==> src/rtl/lsu.sv <==
`default_nettype none
// ============================================================================
//  Module   : lsu
//  Purpose  : Load/store unit placed after the execute ALU. Accepts one access
//             at a time, runs a single request/grant/response bus transaction
//             and returns extended load data (or a store acknowledgement) to
//             writeback over a valid/ready handshake.
//  Ports    : clk, rst_n (synchronous, active-low)
//             in_valid/in_ready, alu_result, data_rs2, mem_wen, mem_funct3
//             out_valid/out_ready, rdata, err
//             bus_req/bus_gnt, bus_we, bus_addr, bus_wdata, bus_wstrb,
//             bus_rvalid, bus_rdata, bus_rerr
//  Params   : TIMEOUT - bus cycles allowed in REQ+WAIT (1..65535)
//  Macros   : LSU_MISALIGN_CHECK_EN - fault misaligned halfword/word accesses
//             without touching the bus
//  Revision : 1.0 - initial release
// ============================================================================
module lsu #(
  parameter int unsigned TIMEOUT = 255
) (
  input  logic        clk,
  input  logic        rst_n,
  input  logic        in_valid,
  output logic        in_ready,
  input  logic [31:0] alu_result,
  input  logic [31:0] data_rs2,
  input  logic        mem_wen,
  input  logic [2:0]  mem_funct3,
  output logic        out_valid,
  input  logic        out_ready,
  output logic [31:0] rdata,
  output logic        err,
  output logic        bus_req,
  output logic        bus_we,
  output logic [31:0] bus_addr,
  output logic [31:0] bus_wdata,
  output logic [3:0]  bus_wstrb,
  input  logic        bus_gnt,
  input  logic        bus_rvalid,
  input  logic [31:0] bus_rdata,
  input  logic        bus_rerr
);

  typedef enum logic [1:0] {
    S_IDLE = 2'd0,
    S_REQ  = 2'd1,
    S_WAIT = 2'd2,
    S_RESP = 2'd3
  } state_t;

  localparam logic [15:0] c_tmo_last = 16'(TIMEOUT - 1);

  state_t      r_state, w_state_nxt;
  logic [31:0] r_addr;
  logic        r_we;
  logic [2:0]  r_funct3;
  logic [31:0] r_wdata;
  logic [3:0]  r_wstrb;
  logic [15:0] r_cnt;
  logic [31:0] r_rdata;
  logic        r_err;

  logic        w_accept, w_illegal, w_misalign, w_fault, w_tmo;
  logic [31:0] w_wdata, w_load;
  logic [3:0]  w_wstrb;
  logic [7:0]  w_byte;
  logic [15:0] w_half;

  assign in_ready  = (r_state == S_IDLE) && rst_n;
  assign out_valid = (r_state == S_RESP);
  assign bus_req   = (r_state == S_REQ);
  assign bus_we    = r_we;
  assign bus_addr  = {r_addr[31:2], 2'b00};
  assign bus_wdata = r_wdata;
  assign bus_wstrb = r_wstrb;
  assign rdata     = r_rdata;
  assign err       = r_err;

  assign w_accept = in_valid && in_ready;
  // Counter is never cleared on the REQ->WAIT move, so >= covers a grant
  // landing on the last allowed cycle.
  assign w_tmo    = (r_cnt >= c_tmo_last);

  // Stores only define byte/half/word; loads additionally allow 100/101.
  always_comb begin
    w_illegal = 1'b0;
    if (mem_wen) w_illegal = mem_funct3[2] || (mem_funct3[1:0] == 2'b11);
    else         w_illegal = (mem_funct3 == 3'b011) || (mem_funct3 == 3'b110) ||
                             (mem_funct3 == 3'b111);
  end

`ifdef LSU_MISALIGN_CHECK_EN
  always_comb begin
    w_misalign = 1'b0;
    case (mem_funct3[1:0])
      2'b01:   w_misalign = alu_result[0];
      2'b10:   w_misalign = |alu_result[1:0];
      default: w_misalign = 1'b0;
    endcase
  end
`else
  assign w_misalign = 1'b0;
`endif

  assign w_fault = w_illegal || w_misalign;

  // Store lanes: data is replicated so the strobe alone selects the lanes.
  always_comb begin
    w_wdata = 32'h0;
    w_wstrb = 4'h0;
    if (mem_wen) begin
      case (mem_funct3[1:0])
        2'b00: begin
          w_wdata = {4{data_rs2[7:0]}};
          w_wstrb = 4'b0001 << alu_result[1:0];
        end
        2'b01: begin
          w_wdata = {2{data_rs2[15:0]}};
          w_wstrb = alu_result[1] ? 4'b1100 : 4'b0011;
        end
        default: begin
          w_wdata = data_rs2;
          w_wstrb = 4'hF;
        end
      endcase
    end
  end

  // Load extraction from the returned word using the registered address.
  always_comb begin
    case (r_addr[1:0])
      2'b00:   w_byte = bus_rdata[7:0];
      2'b01:   w_byte = bus_rdata[15:8];
      2'b10:   w_byte = bus_rdata[23:16];
      default: w_byte = bus_rdata[31:24];
    endcase
    w_half = r_addr[1] ? bus_rdata[31:16] : bus_rdata[15:0];
    case (r_funct3)
      3'b000:  w_load = {{24{w_byte[7]}}, w_byte};
      3'b001:  w_load = {{16{w_half[15]}}, w_half};
      3'b010:  w_load = bus_rdata;
      3'b100:  w_load = {24'h0, w_byte};
      3'b101:  w_load = {16'h0, w_half};
      default: w_load = 32'h0;
    endcase
  end

  always_comb begin
    w_state_nxt = r_state;
    case (r_state)
      S_IDLE: if (w_accept) w_state_nxt = w_fault ? S_RESP : S_REQ;
      S_REQ:  if (bus_gnt) w_state_nxt = S_WAIT;
              else if (w_tmo) w_state_nxt = S_RESP;
      S_WAIT: if (bus_rvalid || w_tmo) w_state_nxt = S_RESP;
      S_RESP: if (out_ready) w_state_nxt = S_IDLE;
      default: w_state_nxt = S_IDLE;
    endcase
  end

  always_ff @(posedge clk) begin
    if (!rst_n) begin
      r_state  <= S_IDLE;
      r_addr   <= 32'h0;
      r_we     <= 1'b0;
      r_funct3 <= 3'h0;
      r_wdata  <= 32'h0;
      r_wstrb  <= 4'h0;
      r_cnt    <= 16'h0;
      r_rdata  <= 32'h0;
      r_err    <= 1'b0;
    end else begin
      r_state <= w_state_nxt;
      case (r_state)
        S_IDLE: begin
          if (w_accept) begin
            r_addr   <= alu_result;
            r_we     <= mem_wen;
            r_funct3 <= mem_funct3;
            r_wdata  <= w_wdata;
            r_wstrb  <= w_wstrb;
            r_cnt    <= 16'h0;
            r_rdata  <= 32'h0;
            r_err    <= w_fault;
          end
        end
        S_REQ: begin
          r_cnt <= r_cnt + 16'd1;
          if (!bus_gnt && w_tmo) begin
            r_rdata <= 32'h0;
            r_err   <= 1'b1;
          end
        end
        S_WAIT: begin
          r_cnt <= r_cnt + 16'd1;
          if (bus_rvalid) begin
            r_rdata <= (r_we || bus_rerr) ? 32'h0 : w_load;
            r_err   <= bus_rerr;
          end else if (w_tmo) begin
            r_rdata <= 32'h0;
            r_err   <= 1'b1;
          end
        end
        default: ;
      endcase
    end
  end

endmodule
`default_nettype wire

==> config.mk <==
export PLATFORM = sky130hd
export DESIGN_NAME = lsu
export DESIGN_NICKNAME = d
export VERILOG_FILES = /design/src/rtl/lsu.sv
export SDC_FILE = /design/constraint.sdc
export NUM_CORES = 1
export LEC_CHECK = 0
export CAP_MARGIN = 15
export CORE_MARGIN = 4
export CORE_UTILIZATION = 46
export DETAILED_ROUTE_END_ITERATION = 10
export PLACE_DENSITY = 0.89
export SETUP_SLACK_MARGIN = 0.02
export SLEW_MARGIN = 20
export SYNTH_ARGS = -nofsm -noshare
export SYNTH_HDL_FRONTEND = slang
export SYNTH_SLANG_ARGS = --single-unit
==> constraint.sdc <==
create_clock -name clk -period 2.5 [get_ports clk]
set_clock_uncertainty 0.2 [all_clocks]
set_input_delay 0.5 -clock clk [delete_from_list [all_inputs] [get_ports clk]]
set_output_delay 0.5 -clock clk [all_outputs]
set_load 0.03 [all_outputs]
==> impl_metrics.tcl, run 1 <==
set metrics [dict create \
    antenna_found_initial 0 \
    status "finished, final reports clean" \
    drtPass1Iterations 6 \
    p_per_area_nw_per_um2 814 \
    leakage_nw 3.33 \
    cts_max_level 4 \
    synth.avg_cell_area_um2 8.45 \
    cp-start-kind "flip-flop" \
    area_growth_pct 42.9 \
    post-route-min-period_ns 2.40 \
    pin_count 212 \
    post_cts_buffers 0 \
    holdCritStartpoint "bus_wdata[2]" \
    fmax_mhz 416 \
    cp_cell_sequence "ha_1 > clkdlybuf4s50_1" \
    slowest_stage "clkdlybuf4s50_1" \
    synthTopCellsByCount "nand2_1 (155), dfxtp_1 (123), nand3_1 (57)" \
    dpl.hpwl_mm 13.4 \
    ctsHoldBuffers 0 \
    relSlewSlack_pct 64.2 \
    antenna_cells 0 \
    postRouteAntennaNets 0 \
    portBuffers 209 \
    ys_ff_latch 123 \
    pre_cts_ws_ns -0.178 \
    drt-initial-drc-count 433 \
    dr_wl_met2_mm 9.22 \
    hold_ws_ns 0.251 \
    clock_latency_ns 0.41 \
    maxSlewViolCount 0 \
    postRouteWirelength_mm 18.3 \
    viasPerCell 5.37 \
    grt_first_pass_wirelength_mm 28.3 \
    vias 5886 \
    synth_enable_flop_cells 0 \
    clkTransAtPathRegs_ns 0.05 \
    finalCritPeriodShare_pct 96.1 \
    rows 42 \
    gp_congestion 0.856 \
    grt.overflow.total 0 \
    required_ns 1.80 \
    synth_cells 732 \
    remaining_drc_errors 0 \
    route.layer.met1.wl_mm 7.33 \
    root_buffer "clkbuf_16" \
    cp.buffers_inverters 1 \
    totalPowerFinal_w 0.00719 \
    final_hold_viol_count 0 \
    synth_ff_type "dfxtp_1" \
    nNetsFinal 1022 \
    critPathCaptureType "output pin" \
    setup_slack_ns 0.0987 \
    grt_pass1_vias 5736 \
    die_area_um2 15400 \
    grt_max_degree 46 \
    drt-wirelength-per-cell_um 16.7 \
    rsz0062_at_grt "false" \
    rrSetupSlack_ns 0.18 \
    cp_slowest_stage_delay_ns 0.69 \
    async_reset_ff_share_pct 0 \
    cp.arrival_ns 1.70 \
    worst_pin_slew_ns 0.537 \
    cts_resized 1 \
    reg2reg_from "r_state[0]" \
    numClockSinks 123 \
    crit_type "flip-flop to output pin" \
    worstHoldPathType "flip-flop to flip-flop" \
    peakVddDrop_uv 407 \
    setup_viol 0 \
    worstPathMaxFanout 4 \
    cts_buffer_depth 2 \
    startpoint "r_state[0]" \
    netlist.area_leader.share_pct 39.8 \
    yosysWarnings 0 \
    yosys.area.top_type "dfxtp_1" \
    highest_layer "met4" \
    cts_tree "yes" \
    cts_made_buffers 17 \
    post-synth-top-count-cell "nand2_1" \
    core_um2 13200 \
    grt_use_total_pct 23.3 \
    syn_area_um2 6180 \
    cap_violations 0 \
    drive_above_1_share_pct 11.6 \
    ys_seq_area_share_pct 39.8 \
    start_util_pct 46.9 \
    crit_family "buffers and inverters" \
    routed-wl-met3_mm 1.45 \
    die_w_um 124 \
    synthDistinctLibCells 51 \
    die-height_um 124 \
    synthTopCellsByArea "dfxtp_1 (40%), nand2_1 (9.4%), mux2i_1 (6.8%)" \
]
cell type report:
cell class,instances,area (um2)
timing repair buffer,242,2370
multi-input combinational,512,3200
fill,1069,4350
inverter,12,45.0
tap,176,220
clock buffer,24,472
clock inverter,8,68.8
sequential,123,2460
through the flow:
step	setup TNS (ns)	utilization, %	std cells	instance area (um2)
detailed placement	-2.37	62.9	1065	8300
global route	0	67.0	1097	8840
global placement	-1.17	62.9	1065	8300
finish	0	67.0	1097	8840
CTS	0	67.0	1097	8840
floorplan	0	-	733	6190
final timing paths:
kind,cells past startpoint,to
worst max-delay path,2,out_valid
worst min register to register,2,bus_wdata[2]
worst max register to register,7,r_cnt[15]
worst min-delay path,2,bus_wdata[2]
per-layer routing:
layer / track usage (%) / up-vias
met5: 0 / -
met1: 28.5 / 2755
li1: - / 2869
met2: 39.2 / 234
met3: 6.58 / 28
met4: 8.62 / 0
flip-flops by register name, indices dropped and copies added (netlist names):
name and flops:
r_addr 32, r_funct3 3, r_state 2, err 1
rdata 32, bus_we 1, bus_wdata 32, bus_wstrb 4
r_cnt 16
kinds of logic after synthesis:
group / share of synthesized area [%]
AND/OR/NAND/NOR: 19.8
AO/OA/AOI/OAI: 15.7
flip-flops: 39.8
buffers and inverters: 8.82
multiplexers: 12.8
XOR/XNOR: 1.56
adder cells (fa/ha/maj): 1.42
other: 0.0607
layout by cell type, fill, tap and decap left out, drive strengths merged, types with 3 or more instances in the layout:
master,Yosys,layout
a21o,16,16
o21ai,19,19
mux4,8,8
nand2,155,155
clkbuf,30,24
a22oi,33,33
o311ai,6,6
mux2i,42,42
clkinv,0,7
nor2,43,43
buf,56,35
xor2,5,5
a31o,16,16
inv,12,12
nand2b,8,8
and2,3,3
nand4,4,4
dfxtp,123,123
mux2,17,17
nand3,57,57
nor2b,3,3
a21oi,29,29
xnor2,6,6
clkdlybuf4s50,0,206
ha,7,7
nor4,3,3
nor3,5,5
tightest hold or removal path: cells and delay by family, from the launching register on:
kind | cells | cell delay [ns]
AND/OR/NAND/NOR | 1 | 0.05
AO/OA/AOI/OAI | 1 | 0.05
flip-flops | 1 | 0.31
report_power, final:
group          total, W  switching (W)  internal, W
clock network   0.00225       0.000838      0.00141
registers       0.00231       0.000146      0.00216
logic           0.00264        0.00150      0.00114
total           0.00719        0.00248      0.00471
No activity file was read; power rests on OpenSTA's default activity.
==> run 2, diff against run 1 <==
--- a/config.mk
+++ b/config.mk
@@ -10,6 +10,7 @@
 export CORE_UTILIZATION = 46
 export DETAILED_ROUTE_END_ITERATION = 10
 export PLACE_DENSITY = 0.89
+export REMOVE_ABC_BUFFERS = 1
 export SETUP_SLACK_MARGIN = 0.02
 export SLEW_MARGIN = 20
 export SYNTH_ARGS = -nofsm -noshare
==> impl_metrics.tcl, run 2 (synthesis results as in run 1) <==
set metrics [dict create \
    cp-start-kind "flip-flop" \
    grt_pass1_vias 5967 \
    drt-wirelength-per-cell_um 17.4 \
    worstSetupPathDepth 3 \
    layout_common_cells "clkdlybuf4s50_1 (205), nand2_1 (155), dfxtp_1 (123)" \
    p_per_area_nw_per_um2 855 \
    hold_ws_ns 0.206 \
    leakage_nw 3.37 \
    cp.arrival_ns 1.65 \
    gp_congestion 0.919 \
    numClockSinks 123 \
    slowest_stage "dlygate4sd2_1" \
    min_to "rdata[7]" \
    nNetsFinal 1019 \
    dpl_cell_area_um2 8300 \
    rows 42 \
    worstHoldPathType "input pin to flip-flop" \
    die_area_um2 15400 \
    required_ns 1.80 \
    final_hold_viol_count 0 \
    grt_use_total_pct 24.5 \
    cp_slowest_stage_delay_ns 0.44 \
    maxSlewViolCount 0 \
    cts_max_level 4 \
    rrSetupSlack_ns 0.16 \
    cp_cell_sequence "inv_1 > ha_1 > dlygate4sd2_1" \
    switching_share_pct 33.8 \
    start_util_pct 46.9 \
    critPathCaptureType "output pin" \
    pin_count 212 \
    intPower_w 0.00506 \
    grt_first_pass_wirelength_mm 29.6 \
    antenna_found_initial 2 \
    setup_viol 0 \
    cts_made_buffers 17 \
    finalCritPeriodShare_pct 94.1 \
    grt_max_degree 61 \
    grt.overflow.total 0 \
    peakVddDrop_uv 572 \
    cp.buffers_inverters 2 \
    dpl.hpwl_mm 13.2 \
    worstPathMaxFanout 5 \
    crit_type "flip-flop to output pin" \
    final_cell_area_um2 8940 \
    worst_pin_slew_ns 0.673 \
    remaining_drc_errors 0 \
    drt-initial-drc-count 507 \
    clkPwrFrac_pct 34.0 \
    n_fill_cell 1027 \
    seq_power_share_pct 30.2 \
    crit_family "buffers and inverters" \
    holdCritStartpoint "rst_n" \
    drtPass1Iterations 7 \
    core_um2 13200 \
    die_w_um 124 \
    post_cts_buffers 0 \
    portBuffers 209 \
    root_buffer "clkbuf_16" \
    reg2reg_from "r_state[0]" \
    status "finished, final reports clean" \
    die-height_um 124 \
    rr_endpoint "r_cnt[15]" \
    cts_buffer_depth 2 \
    r2r_cells 7 \
    power_switching_w 0.00258 \
    viasPerCell 5.59 \
    final_common_cell "clkdlybuf4s50_1" \
    relSlewSlack_pct 55.2 \
    worstHoldPathCells 3 \
    postRouteWirelength_mm 19.1 \
    cap_violations 0 \
    area_growth_pct 44.6 \
    clock_latency_ns 0.41 \
    fmax_mhz 425 \
    clkTransAtPathRegs_ns 0.06 \
    drive_above_1_share_pct 11.9 \
    post-route-min-period_ns 2.35 \
    setup_slack_ns 0.149 \
    setup_tns_ns 0 \
    pre_cts_ws_ns -0.0390 \
    cts_tree "yes" \
    vias 6118 \
    postRouteAntennaNets 0 \
    share_comb_of_total_power_pct 35.8 \
]
==> run 2: final cells by class <==
class	instances	area, um2	area share (%)
antenna	1	2.50	0.0280
clock buffer	20	457	5.11
clock inverter	12	170	1.90
inverter	12	45.0	0.504
multi-input combinational	512	3200	35.8
sequential	123	2460	27.5
tap	176	220	2.46
timing repair buffer	239	2390	26.7
==> run 2: through the flow <==
step	total power, W	instances	utilization, %
floorplan	0.00390	647	-
global placement	0.00501	1062	63.0
detailed placement	0.00505	1062	63.0
CTS	0.00767	1094	67.7
global route	0.00797	1095	67.8
finish	0.00764	1095	67.8
==> run 2: metal layers <==
metal	GRT usage, %	vias to the layer above	wire, um
li1	-	2872	-
met2	39.9	305	9340
met4	12.5	2	576
met1	28.2	2882	7380
met5	0	-	8
met3	9.08	57	1790
==> run 2: power by group through the flow <==
stage          Clock (W)  Sequential (W)  Combinational [W]
2_1_floorplan          0         0.00264            0.00126
3_3_place_gp           0         0.00233            0.00268
3_5_place_dp           0         0.00234            0.00271
4_1_cts          0.00263         0.00230            0.00274
5_1_grt          0.00271         0.00233            0.00292
6_report         0.00260         0.00231            0.00274
==> run 2: worst max-delay path by stage <==
stage / from / end
6_report: r_state[1] / bus_req
2_1_floorplan: r_state[0] / r_cnt[11]
5_1_grt: r_state[0] / r_cnt[15]
4_1_cts: r_state[1] / out_valid
3_5_place_dp: bus_rerr / rdata[26]
3_3_place_gp: bus_rerr / rdata[19]
==> run 2: what timing repair did <==
| item | CTS | global route |
|---|---|---|
| endpoints found under the setup margin | 1 | 2 |
| hold endpoints to repair | 0 | 0 |
| hold buffers | 0 | 0 |
| gates resized for setup | 1 | 2 |
==> run 2: tightest hold or removal path, stage by stage <==
cell and delay [ns]:
buf_2 0.14, nand2_1 0.07, mux2i_1 0.05
==> run 3, diff against run 2 <==
--- a/config.mk
+++ b/config.mk
@@ -7,9 +7,9 @@
 export LEC_CHECK = 0
 export CAP_MARGIN = 15
 export CORE_MARGIN = 4
-export CORE_UTILIZATION = 46
+export CORE_UTILIZATION = 25
 export DETAILED_ROUTE_END_ITERATION = 10
-export PLACE_DENSITY = 0.89
+export PLACE_DENSITY = 0.57
 export REMOVE_ABC_BUFFERS = 1
 export SETUP_SLACK_MARGIN = 0.02
 export SLEW_MARGIN = 20
==> impl_metrics.tcl, run 3 (synthesis results as in run 1) <==
set metrics [dict create \
    status "finished, final reports clean" \
    grt_pass1_vias 5938 \
    numClockSinks 123 \
    postRouteWirelength_mm 20.4 \
    finalCritPeriodShare_pct 93.0 \
    leakage_nw 3.44 \
    cap_violations 0 \
    worst_pin_slew_ns 0.660 \
    rows 57 \
    worstHoldPathType "flip-flop to flip-flop" \
    die_area_um2 27300 \
    peakVddDrop_uv 382 \
    vias 5802 \
    grt_use_total_pct 14.8 \
    gp_congestion 0.777 \
    p_per_area_nw_per_um2 854 \
    setup_slack_ns 0.174 \
    worstPathMaxFanout 5 \
    cts_buffer_depth 2 \
    cts_made_buffers 17 \
    cp_cell_sequence "inv_1 > ha_1 > dlygate4sd2_1" \
    r2r_cells 7 \
    layout_common_cells "clkdlybuf4s50_1 (205), nand2_1 (155), dfxtp_1 (123)" \
    pre_cts_ws_ns -0.0905 \
    dpl.hpwl_mm 14.6 \
    final_hold_viol_count 0 \
    viasPerCell 4.63 \
    setup_tns_ns 0 \
    clkTransAtPathRegs_ns 0.06 \
    root_buffer "clkbuf_16" \
    final_common_cell "clkdlybuf4s50_1" \
    area_growth_pct 49.4 \
    drive_above_1_share_pct 12.7 \
    critPathCaptureType "output pin" \
    slowest_stage "dlygate4sd2_1" \
    nNetsFinal 1029 \
    remaining_drc_errors 0 \
    relSlewSlack_pct 55.8 \
    antenna_found_initial 0 \
    post-route-min-period_ns 2.33 \
    portBuffers 209 \
    cts_max_level 4 \
    grt_first_pass_wirelength_mm 32.0 \
    cts_tree "yes" \
    core_um2 24300 \
    rsz0062_at_grt "false" \
    grt.overflow.total 0 \
    post_cts_buffers 0 \
    start_util_pct 25.4 \
    drt-wirelength-per-cell_um 16.3 \
    required_ns 1.80 \
    cp_slowest_stage_delay_ns 0.45 \
    die_w_um 165 \
    fmax_mhz 430 \
    drtPass1Iterations 5 \
    postRouteAntennaNets 0 \
    grt_max_degree 50 \
    pin_count 212 \
    crit_type "flip-flop to output pin" \
    setup_viol 0 \
    cp.arrival_ns 1.63 \
    cp-start-kind "flip-flop" \
    die-height_um 165 \
    maxSlewViolCount 0 \
    worstHoldPathCells 2 \
    drt-initial-drc-count 253 \
    clock_latency_ns 0.41 \
]
[run 3: cell count changes in the layout (fill, tap and decap cells not counted), sizes merged]
cell	change
clkbuf	+2
bufinv	+1
buf	+10
clkinvlp	-1
clkinv	-2
[run 3: final cells by class]
class | instances | area (um2)
multi-input cells | 512 | 3200
fillers | 2487 | 15100
clock inverters | 10 | 186
repair buffers | 249 | 2450
well taps | 324 | 405
diodes | 1 | 2.50
clock buffers | 22 | 484
flip-flops and latches | 123 | 2460
inverters | 12 | 45.0
[run 3: critical path, delay by kind of cell (launching register included)]
family / cells / cell delay, ns
DFF: 1 / 0.33
adders and majority gates: 1 / 0.31
buffers and inverters: 2 / 0.59
[run 3: final timing paths]
check,slack (ns),from,to
min reg2reg,0.25,r_addr[23],r_addr[23]
max reg2reg,0.24,r_cnt[1],rdata[29]
max,0.17,r_state[1],bus_req
min,0.25,r_addr[23],r_addr[23]
[run 3: stage by stage]
step / utilization, % / instance area (um2) / hold slack, ns / total power [W] / std cells
2_1_floorplan: - / 5690 / 0.286 / 0.00390 / 647
3_3_place_gp: 35.2 / 8560 / 0.239 / 0.00515 / 1220
3_5_place_dp: 35.2 / 8560 / 0.245 / 0.00514 / 1220
4_1_cts: 37.9 / 9230 / 0.253 / 0.00799 / 1252
5_1_grt: 38.0 / 9230 / 0.268 / 0.00830 / 1252
6_report: 38.0 / 9230 / 0.252 / 0.00788 / 1253
[run 3: repair_timing]
item	in CTS	in global routing
hold buffers	0	0
pin swaps	0	1
endpoints found under the setup margin	1	2
gates cloned	0	0
resized for setup	1	2
[run 3: routing by layer]
metal | vias up | GRT usage [%] | routed length [um]
met1 | 2723 | 20.1 | 9530
met4 | 0 | 3.21 | 206
met3 | 17 | 5.66 | 1760
met5 | - | 0 | 0
li1 | 2882 | - | -
met2 | 180 | 22.3 | 8940
[run 3: report_power, final]
part           internal [W]  switching, W
registers           0.00216      0.000134
clock network       0.00188      0.000923
logic               0.00122       0.00157
total               0.00525       0.00263
